[src/rtl/note_player.sv]
// note_player: monophonic square-wave tone generator for the electric piano.
// Keys C4..C5 select a half period; a tick-counted tail follows key release.
module note_player #(
  parameter int RELEASE_TICKS = 64
) (
  input  logic       clk_100M,
  input  logic       rst,
  input  logic       tick_256,
  input  logic [7:0] keys,
  output logic       audio,
  output logic       active,
  output logic [2:0] note_idx
);

  typedef enum logic [1:0] {
    IDLE,
    PLAY,
    RELEASE
  } state_t;

  state_t      state;
  logic [7:0]  keys_m;
  logic [7:0]  keys_s;
  logic [17:0] phase;
  logic [17:0] phase_nxt;
  logic [17:0] half;
  logic [7:0]  rel_cnt;
  logic [2:0]  enc;
  logic        any_key;
  logic        wrap;

  always_ff @(posedge clk_100M) begin
    if (rst) begin
      keys_m <= '0;
      keys_s <= '0;
    end else begin
      keys_m <= keys;
      keys_s <= keys_m;
    end
  end

  assign any_key = |keys_s;

  // lowest key wins
  always_comb begin
    enc = 3'd0;
    priority case (1'b1)
      keys_s[0]: enc = 3'd0;
      keys_s[1]: enc = 3'd1;
      keys_s[2]: enc = 3'd2;
      keys_s[3]: enc = 3'd3;
      keys_s[4]: enc = 3'd4;
      keys_s[5]: enc = 3'd5;
      keys_s[6]: enc = 3'd6;
      keys_s[7]: enc = 3'd7;
      default:   enc = 3'd0;
    endcase
  end

  always_comb begin
    half = 18'd191110;
    unique case (note_idx)
      3'd0: half = 18'd191110;
      3'd1: half = 18'd170265;
      3'd2: half = 18'd151685;
      3'd3: half = 18'd143172;
      3'd4: half = 18'd127551;
      3'd5: half = 18'd113636;
      3'd6: half = 18'd101239;
      3'd7: half = 18'd95557;
    endcase
  end

  assign wrap      = (phase == half - 18'd1);
  assign phase_nxt = wrap ? 18'd0 : phase + 18'd1;

  always_ff @(posedge clk_100M) begin
    if (rst) begin
      state    <= IDLE;
      audio    <= 1'b0;
      active   <= 1'b0;
      note_idx <= 3'd0;
      phase    <= 18'd0;
      rel_cnt  <= 8'd0;
    end else begin
      unique case (state)
        IDLE: begin
          audio <= 1'b0;
          phase <= 18'd0;
          if (any_key) begin
            state    <= PLAY;
            active   <= 1'b1;
            note_idx <= enc;
          end
        end
        PLAY: begin
          if (!any_key) begin
            if (RELEASE_TICKS == 0) begin
              state  <= IDLE;
              active <= 1'b0;
              audio  <= 1'b0;
              phase  <= 18'd0;
            end else begin
              state   <= RELEASE;
              rel_cnt <= 8'(RELEASE_TICKS);
              phase   <= phase_nxt;
              if (wrap) audio <= !audio;
            end
          end else if (enc != note_idx) begin
            note_idx <= enc;
            phase    <= 18'd0;
          end else begin
            phase <= phase_nxt;
            if (wrap) audio <= !audio;
          end
        end
        RELEASE: begin
          // a key press beats a same-cycle tick
          if (any_key) begin
            state    <= PLAY;
            note_idx <= enc;
            phase    <= 18'd0;
          end else if (tick_256 && rel_cnt <= 8'd1) begin
            state  <= IDLE;
            active <= 1'b0;
            audio  <= 1'b0;
            phase  <= 18'd0;
          end else begin
            phase <= phase_nxt;
            if (wrap) audio <= !audio;
            if (tick_256) rel_cnt <= rel_cnt - 8'd1;
          end
        end
        default: begin
          state  <= IDLE;
          active <= 1'b0;
          audio  <= 1'b0;
        end
      endcase
    end
  end

endmodule
[config.mk]
export PLATFORM = sky130hd
export DESIGN_NAME = note_player
export DESIGN_NICKNAME = d
export VERILOG_FILES = /design/src/rtl/note_player.sv
export SDC_FILE = /design/constraint.sdc
export NUM_CORES = 1
export LEC_CHECK = 0
export CAP_MARGIN = 0
export CORE_MARGIN = 4
export CORE_UTILIZATION = 35
export DETAILED_ROUTE_END_ITERATION = 8
export PLACE_DENSITY = 0.47
export SLEW_MARGIN = 20
export SYNTH_ARGS = -nofsm -noshare
export SYNTH_HDL_FRONTEND = slang
export SYNTH_SLANG_ARGS = --single-unit
[constraint.sdc]
create_clock -name clk_100M -period 5.7 [get_ports clk_100M]
set_input_delay 1.14 -clock clk_100M [delete_from_list [all_inputs] [get_ports clk_100M]]
set_output_delay 1.14 -clock clk_100M [all_outputs]
set_load 0.02 [all_outputs]
==> reports/results.txt, run 1 <==
Status - finished, final reports clean
Placed cells - 562
Hold crit path type - reg2reg
Most area-hungry cell type in the Yosys netlist - dfxtp_1
Worst path required time - 5960 ps
Layout Nets - 467
CTS clock-pin slew for the worst setup and hold paths - 80 ps
Synth top area cells - dfxtp_1 37%, xnor2_1 5.6%, ha_1 5.6%
# DRC - 0
Tcrit/Tclk final - 61.52%
Final WS setup - 2193 ps
Clock sinks - 67
Grt ovf - 0
Critical Path AT - 3770 ps
Simple-gate portion of the synthesized area - 27.88%
Non-Filler Instances - 578
Clk buf depth - 2
Initial antenna violation count - 0
Largest net degree at the start of global routing - 42
Post-DP HPWL - 5717 um
Xor/xnor cell area share of the yosys netlist - 8.528%
Cells after Synth - 429
CP endpoint - phase[9]$_SDFFE_PP0P_
Core area - 9910 um2
Static Leak - 1.511 nW
Die X - 109.3 um
CTS Hold Buffers Added - 0
CP bufs+invs - 0
Number of primary I/O pins - 16
CTS H-Tree Depth - 3
Post-CTS Repair Setup Buffers - 0
Die span in y - 109.3 um
Initial Util - 36.28%
Critical Path Fanout Max - 25
RSZ-0062 raised after global routing - no
Filler instances - 999
Post-synthesis mux area share - 3.655%
Number of synthesized flops with an enable pin - 0
Vias - 2959
Async set-reset flop share out of synthesis - 0%
Switching share of power - 31.19%
Post-DR wirelength/cell - 13.84 um
Worst-skew pair later-pin latency - 340 ps
Yosys warnings - 0
Fmax - 285.2 MHz
Number of max-cap violations - 0
CP Depth - 8
Yosys reg bits - 67
Most frequent cells in the layout - 67 x dfxtp_1, 34 x nand2_1, 31 x nor2_1
Final Max Slew Viols - 0
Post-CTS sizing - 0
Worst R2R End - phase[9]$_SDFFE_PP0P_
Area growth from synthesis to layout - 13.54%
Final Cell Area - 4081 um2
Post-synthesis sequential area ratio - 37.31%
Synth cell types - 51
Worst R2R Path Depth - 8
Worst Hold Launch - keys_m[1]$_SDFF_PP0_
Post-synthesis cell area - 3595 um2
Gpl congestion - 0.8343
Crit path launch - half[0]$_DFF_P_
Routed Antenna Nets - 0
Diodes inserted - 0
Vias in the first global route - 2818
Commonest non-fill, non-tap cell in the layout - dfxtp_1
Cell Chain, Critical Path - or4_1 > or3_1 > o31a_1 > o2111ai_1 > nor4_1 > a21oi_2 > or4b_1 > a31oi_1
IO buf count - 15
Tot GR Track Use - 14.59%
Drt first pass iters - 5
Setup TNS - 0 ps
Share of the synthesized area in the top cell type - 37.31%
DR vias/cell - 5.119
Syn Nets - 456
Clock power frac - 33.7%
Setup WS pre-CTS - 2086 ps
Crit path capture type - flip-flop
CTS Buf Count - 9
Largest family of logic cells by synthesized area - simple AND/OR/NAND/NOR gates
Tightest Pin Transition - 1037 ps
Synth Area in Compound Gates - 13.19%
Worst r2r src - half[0]$_DFF_P_
Crit-path max cell delay - 790 ps
Reg2Reg Setup Slack - 2190 ps
First-pass GRT wire length - 13830 um
DRT iter0 DRCs - 98
Setup Viol. Count Final - 0
Psw - 0.0004163 W
VDD IR-drop max - 0.1296 mV
P_int - 0.0009184 W
Synth Flop Type - dfxtp_1
Share of cells above drive strength 1 - 5.169%
Root Buffer - clkbuf_8
Die Footprint - 11960 um2
Final Skew - 8.908 ps
Power per cell area - 327.0 nW/um2
Post-DP Area - 3855 um2
Post-Route WL - 7997 um
CP top delay family - simple AND/OR/NAND/NOR gates
Adder-cell share of the synthesized area - 5.569%
Final Hold Fails - 0
Critical path class - reg2reg
Post-Syn Area per Cell - 8.379 um2
Row count - 36
Fin crit period - 3507 ps
Startpoint Class - flip-flop
Max_slew headroom - 30.86%
Slowest cell on crit path - a21oi_2
CTS tree - done
Combinational share of power - 23.1%
Seq pwr share - 43.2%
## per-stage QoR
step                util [%]  hold slack [ps]   power, W
global route           41.19            454.4   0.001424
CTS                    41.19            437.4   0.001355
detailed placement     38.90            422.0  0.0008964
floorplan                  -            413.8  0.0008132
finish                 41.19            434.7   0.001335
global placement       38.90            419.8  0.0008951
## logic make-up (layout without fill, tap and decap cells)
group / Yosys count / after routing
buffers and inverters: 35 / 51
XOR/XNOR: 35 / 35
multiplexers: 13 / 13
flip-flops: 67 / 67
AND/OR/NAND/NOR: 186 / 186
adder cells (fa/ha/maj): 16 / 16
AO/OA/AOI/OAI: 77 / 77
## per-layer routing
layer  part of all wire, %  track usage (%)
met3                   2.9            3.171
met4                  0.94            4.363
met5                     0                0
met2                    45            22.36
met1                    52            20.51
## state kept, by name (all words and copies together) (netlist names)
| name | cells |
|---|---|
| half | 18 |
| phase | 18 |
| keys_m | 8 |
| keys_s | 8 |
| rel_cnt | 8 |
| note_idx | 3 |
| state | 2 |
| active | 1 |
| audio | 1 |
## worst register-to-register path, stage by stage, from the launching register on
cell and delay, ps:
dfxtp_1 350, or4_1 630, or3_1 410, o31a_1 290
o2111ai_1 240, nor4_1 100, a21oi_2 790, or4b_1 500
a31oi_1 130
## power by group through the flow
stage	Combinational (W)	Clock, W	Sequential, W
2_1_floorplan	0.000236	0	0.000577
3_3_place_gp	0.000310	0	0.000585
3_5_place_dp	0.000310	0	0.000587
4_1_cts	0.000312	0.000468	0.000576
5_1_grt	0.000347	0.000490	0.000587
6_report	0.000308	0.000450	0.000576
## area by class of cell
cell class	instances	area (um2)	share of cell area, %
Multi-Input combinational cell	327	2118	51.90
Sequential cell	67	1341	32.86
Tap cell	133	166.4	4.077
Timing Repair Buffer	16	157.7	3.863
Clock buffer	10	137.6	3.372
Clock inverter	6	88.84	2.177
Inverter	19	71.32	1.747
## synthesized netlist by cell type, types with 5 or more instances
cell,count
dfxtp_1,67
nand2_1,34
nor2_1,31
a21oi_1,27
nor2b_1,24
xnor2_1,23
inv_1,19
o21ai_0,18
nand3_1,17
ha_1,16
nor4_1,14
mux2i_1,12
nor3_1,12
xor2_1,12
clkbuf_1,11
or3_1,9
a31oi_1,8
nand2b_1,7
and2_1,5
and3_1,5
nand3b_1,5
nand4_1,5
## worst min-delay path by stage
| stage | to | slack (ps) | cells after the start |
|---|---|---|---|
| 2_1_floorplan | keys_s[0]$_SDFF_PP0_ | 410 | 1 |
| 3_3_place_gp | keys_s[4]$_SDFF_PP0_ | 420 | 1 |
| 3_5_place_dp | keys_s[1]$_SDFF_PP0_ | 420 | 1 |
| 4_1_cts | keys_s[1]$_SDFF_PP0_ | 440 | 1 |
| 5_1_grt | keys_s[4]$_SDFF_PP0_ | 450 | 1 |
| 6_report | keys_s[1]$_SDFF_PP0_ | 430 | 1 |
Note: power is estimated with default switching activity, not from simulation.
==> run 2, diff against run 1 <==
PLACE_DENSITY = 0.49   (was 0.47)
clock period = 2.92 ns   (was 5.7 ns; I/O delays follow)
==> reports/results.txt, run 2 (synthesis gave the netlist of run 1 again) <==
Gpl congestion - 0.8359 (+0.19%)
Power per cell area - 596.7 nW/um2 (+82%)
Critical path class - reg2reg
Crit path capture type - flip-flop
Row count - 36 (unchanged)
Clk buf depth - 2 (unchanged)
Area growth from synthesis to layout - 18.90%
CTS Buf Count - 9 (unchanged)
Final Cell Area - 4274 um2 (+4.7%)
First-pass GRT wire length - 14210 um (+2.7%)
Reg area - 1341 um2 (unchanged)
Vias - 3050 (+3.1%)
Startpoint Class - flip-flop
Largest net degree at the start of global routing - 24 (-43%)
# DRC - 0 (unchanged)
Crit path launch - half[1]$_DFF_P_
Post-DP Area - 4033 um2 (+4.6%)
Combinational share of power - 28.2% (+5.1 points)
Critical Path AT - 3120 ps (-650 ps)
CTS H-Tree Depth - 3 (unchanged)
Fin crit period - 2843 ps (-663.2 ps)
DRT iter0 DRCs - 123 (+26%)
P_int - 0.001677 W (+83%)
Setup Viol. Count Final - 0 (unchanged)
Layout Nets - 489 (+4.7%)
Number of primary I/O pins - 16 (unchanged)
Final Hold Fails - 0 (unchanged)
VDD IR-drop max - 0.3501 mV (+170%)
IO buf count - 15 (unchanged)
Worst r2r src - half[1]$_DFF_P_
Worst R2R Path Depth - 8 (unchanged)
Psw - 0.0008733 W (+110%)
CP endpoint - phase[9]$_SDFFE_PP0P_
Reg2Reg Setup Slack - 80 ps (-2120 ps)
Fmax - 351.7 MHz (+23%)
RSZ-0062 raised after global routing - yes
Switching share of power - 34.24% (+3.1 points)
Final Skew - 6.325 ps (-2.584 ps)
Multi-input combinational cell area - 2178 um2 (+2.8%)
DR vias/cell - 5.083 (-0.70%)
Die Footprint - 11960 um2 (unchanged)
Critical Path Fanout Max - 4 (-84%)
Clock power frac - 28.1% (-5.6 points)
Final Max Slew Viols - 0 (unchanged)
Root Buffer - clkbuf_8
Drt first pass iters - 4 (-1)
Number of max-cap violations - 0 (unchanged)
Static Leak - 1.617 nW (+7.0%)
Tot GR Track Use - 15.07% (+0.49 points)
CTS tree - done
Setup TNS - 0 ps (unchanged)
Max_slew headroom - 46.60% (+16 points)
Diodes inserted - 0 (unchanged)
Die span in y - 109.3 um (unchanged)
CTS clock-pin slew for the worst setup and hold paths - 80 ps (about the same)
Worst-skew pair later-pin latency - 350 ps (about the same)
Tightest Pin Transition - 798.0 ps (-239.1 ps)
Commonest non-fill, non-tap cell in the layout - dfxtp_1
Worst path required time - 3200 ps (-2760 ps)
Filler instances - 1021 (+2.2%)
Post-DP HPWL - 6117 um (+7.0%)
Post-DR wirelength/cell - 13.56 um (-2.0%)
Seq pwr share - 43.7% (+0.5 points)
Initial Util - 36.28% (unchanged)
Vias in the first global route - 2969 (+5.4%)
Core area - 9910 um2 (unchanged)
Share of cells above drive strength 1 - 11.35% (+6.2 points)
Initial antenna violation count - 0 (unchanged)
Die X - 109.3 um (unchanged)
Routed Antenna Nets - 0 (unchanged)
Hold crit path type - reg2reg
Clock sinks - 67 (unchanged)
Status - finished, final reports clean
Post-Route WL - 8133 um (+1.7%)
Tcrit/Tclk final - 97.38% (+36 points)
Worst R2R End - phase[9]$_SDFFE_PP0P_
Most frequent cells in the layout - 67 x dfxtp_1, 34 x nand2_1, 31 x nor2_1
Grt ovf - 0 (unchanged)
[run 2: changes by cell type in the layout (fill, tap and decap cells not counted), moves of 2 or more]
cell	previous run	this run
nor4_1	14	10
buf_4	1	21
inv_6	0	2
bufinv_16	2	0
nor4_4	0	2
nor4_2	0	2
[run 2: worst min-delay path by stage]
stage	startpoint	to	cells after the start
finish	keys_m[0]$_SDFF_PP0_	keys_s[0]$_SDFF_PP0_	1
CTS	keys_m[6]$_SDFF_PP0_	keys_s[6]$_SDFF_PP0_	1
detailed placement	keys_m[0]$_SDFF_PP0_	keys_s[0]$_SDFF_PP0_	1
global placement	keys_m[0]$_SDFF_PP0_	keys_s[0]$_SDFF_PP0_	1
floorplan	keys_m[0]$_SDFF_PP0_	keys_s[0]$_SDFF_PP0_	1
global route	keys_m[6]$_SDFF_PP0_	keys_s[6]$_SDFF_PP0_	1
[run 2: what timing repair did]
action | 4_1_cts | 5_1_grt
buffers inserted | 0 | 0
endpoints found under the setup margin | 0 | 26
endpoints found under the hold margin | 0 | 0
hold buffers | 0 | 0
resized for setup | 0 | 12
[run 2: power by group through the flow]
| stage | logic (W) | registers [W] | clock network (W) |
|---|---|---|---|
| global route | 0.000800 | 0.00113 | 0.000784 |
| detailed placement | 0.000694 | 0.00113 | 0 |
| floorplan | 0.000461 | 0.00113 | 0 |
| global placement | 0.000694 | 0.00113 | 0 |
| finish | 0.000719 | 0.00112 | 0.000716 |
| CTS | 0.000699 | 0.00111 | 0.000743 |
[run 2: through the flow]
stage               utilization, %  std cells  worst slack [ps]  hold WS, ps  total power, W
floorplan                        -        429             103.7        413.8        0.001587
global placement             40.69        584             114.9        420.2        0.001827
detailed placement           40.69        584             73.80        421.8        0.001829
CTS                          42.49        600             47.19        441.2        0.002555
global route                 43.13        600            -57.09        450.9        0.002717
finish                       43.13        600             76.57        438.3        0.002550
[run 2: layout make-up]
cell class	count	area share (%)
inverters	19	1.669
repair buffers	38	7.933
multi-input cells	327	50.97
clock inverters	6	1.171
flip-flops and latches	67	31.38
well taps	133	3.893
clock buffers	10	2.986
[run 2: worst max-delay path, stage by stage, from the launching register on]
cell       delay (ps)
dfxtp_1           350
or4_1             550
or3_1             380
o31a_1            300
o2111ai_2         270
nor4_2            100
a21oi_2           220
or4b_1            470
a31oi_1           140
[run 2: metal layers]
layer  share of wire (%)  vias up  track usage, %
li1                    -     1581               -
met1                  50     1415           20.50
met2                  44       44           23.45
met3                 3.8       10           3.993
met4                 1.5        0           4.452
met5                   0        -               0
==> run 3, diff against run 2 <==
PLACE_DENSITY = 0.47   (was 0.49)
SKIP_LAST_GASP = 1   (was default)
clock period = 3.7 ns   (was 2.92 ns; I/O delays follow)
==> reports/results.txt, run 3 (synthesis gave the netlist of run 1 again) <==
Switching share of power - 32.55% (-1.7 points)
Post-Route WL - 7819 um (-3.9%)
Most frequent cells in the layout - 67 x dfxtp_1, 34 x nand2_1, 31 x nor2_1
Vias - 2956 (-3.1%)
# DRC - 0 (unchanged)
Combinational share of power - 24.0% (-4.2 points)
Worst path required time - 3960 ps (+760 ps)
Grt ovf - 0 (unchanged)
Number of primary I/O pins - 16 (unchanged)
CTS H-Tree Depth - 3 (unchanged)
Worst Hold Launch - keys_m[5]$_SDFF_PP0_
Setup TNS - 0 ps (unchanged)
Crit path launch - keys_s[4]$_SDFF_PP0_
Share of cells above drive strength 1 - 6.013% (-5.3 points)
Crit path capture type - flip-flop
Vias in the first global route - 2725 (-8.2%)
Layout Nets - 471 (-3.7%)
Startpoint Class - flip-flop
Gpl congestion - 0.8439 (+0.96%)
DRT iter0 DRCs - 168 (+37%)
VDD IR-drop max - 0.2032 mV (-42%)
Row count - 36 (unchanged)
Worst r2r src - keys_s[4]$_SDFF_PP0_
RSZ-0062 raised after global routing - no
Status - finished, final reports clean
Psw - 0.0006443 W (-26%)
Die X - 109.3 um (unchanged)
Clock power frac - 31.1% (+3.0 points)
Post-DP Area - 3885 um2 (-3.7%)
Filler instances - 1039 (+1.8%)
Critical path class - reg2reg
Post-DR wirelength/cell - 13.43 um (-0.89%)
Final Hold Fails - 0 (unchanged)
Tightest Pin Transition - 769.9 ps (-28.15 ps)
Critical Path AT - 3520 ps (+400 ps)
Fin crit period - 3261 ps (+417.6 ps)
Area growth from synthesis to layout - 13.64%
Die Footprint - 11960 um2 (unchanged)
Clock sinks - 67 (unchanged)
First-pass GRT wire length - 13380 um (-5.8%)
Diodes inserted - 0 (unchanged)
CTS clock-pin slew for the worst setup and hold paths - 90 ps (about the same)
Worst-skew pair later-pin latency - 350 ps (about the same)
Hold crit path type - reg2reg
Final Cell Area - 4085 um2 (-4.4%)
Post-DP HPWL - 5889 um (-3.7%)
Root Buffer - clkbuf_8
CTS Hold Buffers Added - 0 (unchanged)
Largest net degree at the start of global routing - 23 (-4.2%)
Initial Util - 36.28% (unchanged)
Initial antenna violation count - 0 (unchanged)
Core area - 9910 um2 (unchanged)
Seq pwr share - 44.9% (+1.2 points)
DR vias/cell - 5.079 (about the same)
Final WS setup - 439.0 ps (+362.4 ps)
P_int - 0.001335 W (-20%)
Static Leak - 1.519 nW (-6.1%)
Die span in y - 109.3 um (unchanged)
Post-CTS sizing - 0 (unchanged)
Max_slew headroom - 48.48% (+1.9 points)
IO buf count - 15 (unchanged)
Post-CTS Repair Setup Buffers - 0 (unchanged)
Hold slack - 439.8 ps (+1.525 ps)
Commonest non-fill, non-tap cell in the layout - dfxtp_1
Clk buf depth - 2 (unchanged)
Tot GR Track Use - 14.25% (-0.82 points)
Critical Path Fanout Max - 8 (+4)
Routed Antenna Nets - 0 (unchanged)
Number of max-cap violations - 0 (unchanged)
Setup Viol. Count Final - 0 (unchanged)
Final Max Slew Viols - 0 (unchanged)
Tcrit/Tclk final - 88.14% (-9.2 points)
CTS Buf Count - 9 (unchanged)
Setup WS pre-CTS - 523.2 ps (+449.4 ps)
Fmax - 306.7 MHz (-13%)
Final Skew - 17.56 ps (+11.24 ps)
Drt first pass iters - 4 (unchanged)
CTS tree - done
Power per cell area - 484.5 nW/um2 (-19%)
-- run 3: changes by cell type in the layout (fill, tap and decap cells not counted), sizes merged --
cell,previous run,this run
buf,23,5
clkbuf,10,9
bufinv,0,1
-- run 3: per-stage QoR --
| stage | instances | power (W) | util, % |
|---|---|---|---|
| global route | 582 | 0.002113 | 41.22 |
| finish | 582 | 0.001979 | 41.22 |
| CTS | 582 | 0.002009 | 41.22 |
| detailed placement | 566 | 0.001380 | 39.20 |
| global placement | 566 | 0.001382 | 39.20 |
| floorplan | 429 | 0.001253 | - |
-- run 3: metal layers --
metal  wire, um  part of all wire, %  global-route usage (%)  vias to the layer above
met5          0                    0                       0                        -
met4         91                  1.2                   4.007                        0
met3        321                  4.1                   3.699                        9
met2       3295                   42                   21.36                       45
met1       4111                   53                   20.17                     1365
li1           -                    -                       -                     1537
-- run 3: cell type report --
| class | instances | area (um2) | share of cell area [%] |
|---|---|---|---|
| multi-input cells | 327 | 2118 | 51.85 |
| flip-flops and latches | 67 | 1341 | 32.83 |
| repair buffers | 20 | 187.7 | 4.594 |
| well taps | 133 | 166.4 | 4.074 |
| clock buffers | 9 | 123.9 | 3.032 |
| clock inverters | 7 | 76.32 | 1.868 |
| inverters | 19 | 71.32 | 1.746 |
-- run 3: critical path, cell delays in order, from the launching register on --
cell and delay (ps):
dfxtp_1 350, nor4_1 560, a2111oi_0 240, a211o_1 330
a22o_1 280, a21o_1 200, and3_1 170, or3_1 450
inv_1 210, ha_1 170, inv_1 50, mux2i_1 160
-- run 3: path summary, 6_finish.rpt --
check                              end  slack [ps]  cells after the start
setup / recovery       half[7]$_DFF_P_         440                     11
hold / removal    keys_s[5]$_SDFF_PP0_         440                      1
setup reg to reg       half[7]$_DFF_P_         440                     11
hold reg to reg   keys_s[5]$_SDFF_PP0_         440                      1
-- run 3: power by group through the flow --
stage / Clock [W] / Combinational (W) / Sequential, W
2_1_floorplan: 0 / 0.000364 / 0.000889
3_3_place_gp: 0 / 0.000477 / 0.000905
3_5_place_dp: 0 / 0.000476 / 0.000904
4_1_cts: 0.000642 / 0.000479 / 0.000888
5_1_grt: 0.000666 / 0.000543 / 0.000905
6_report: 0.000617 / 0.000475 / 0.000888
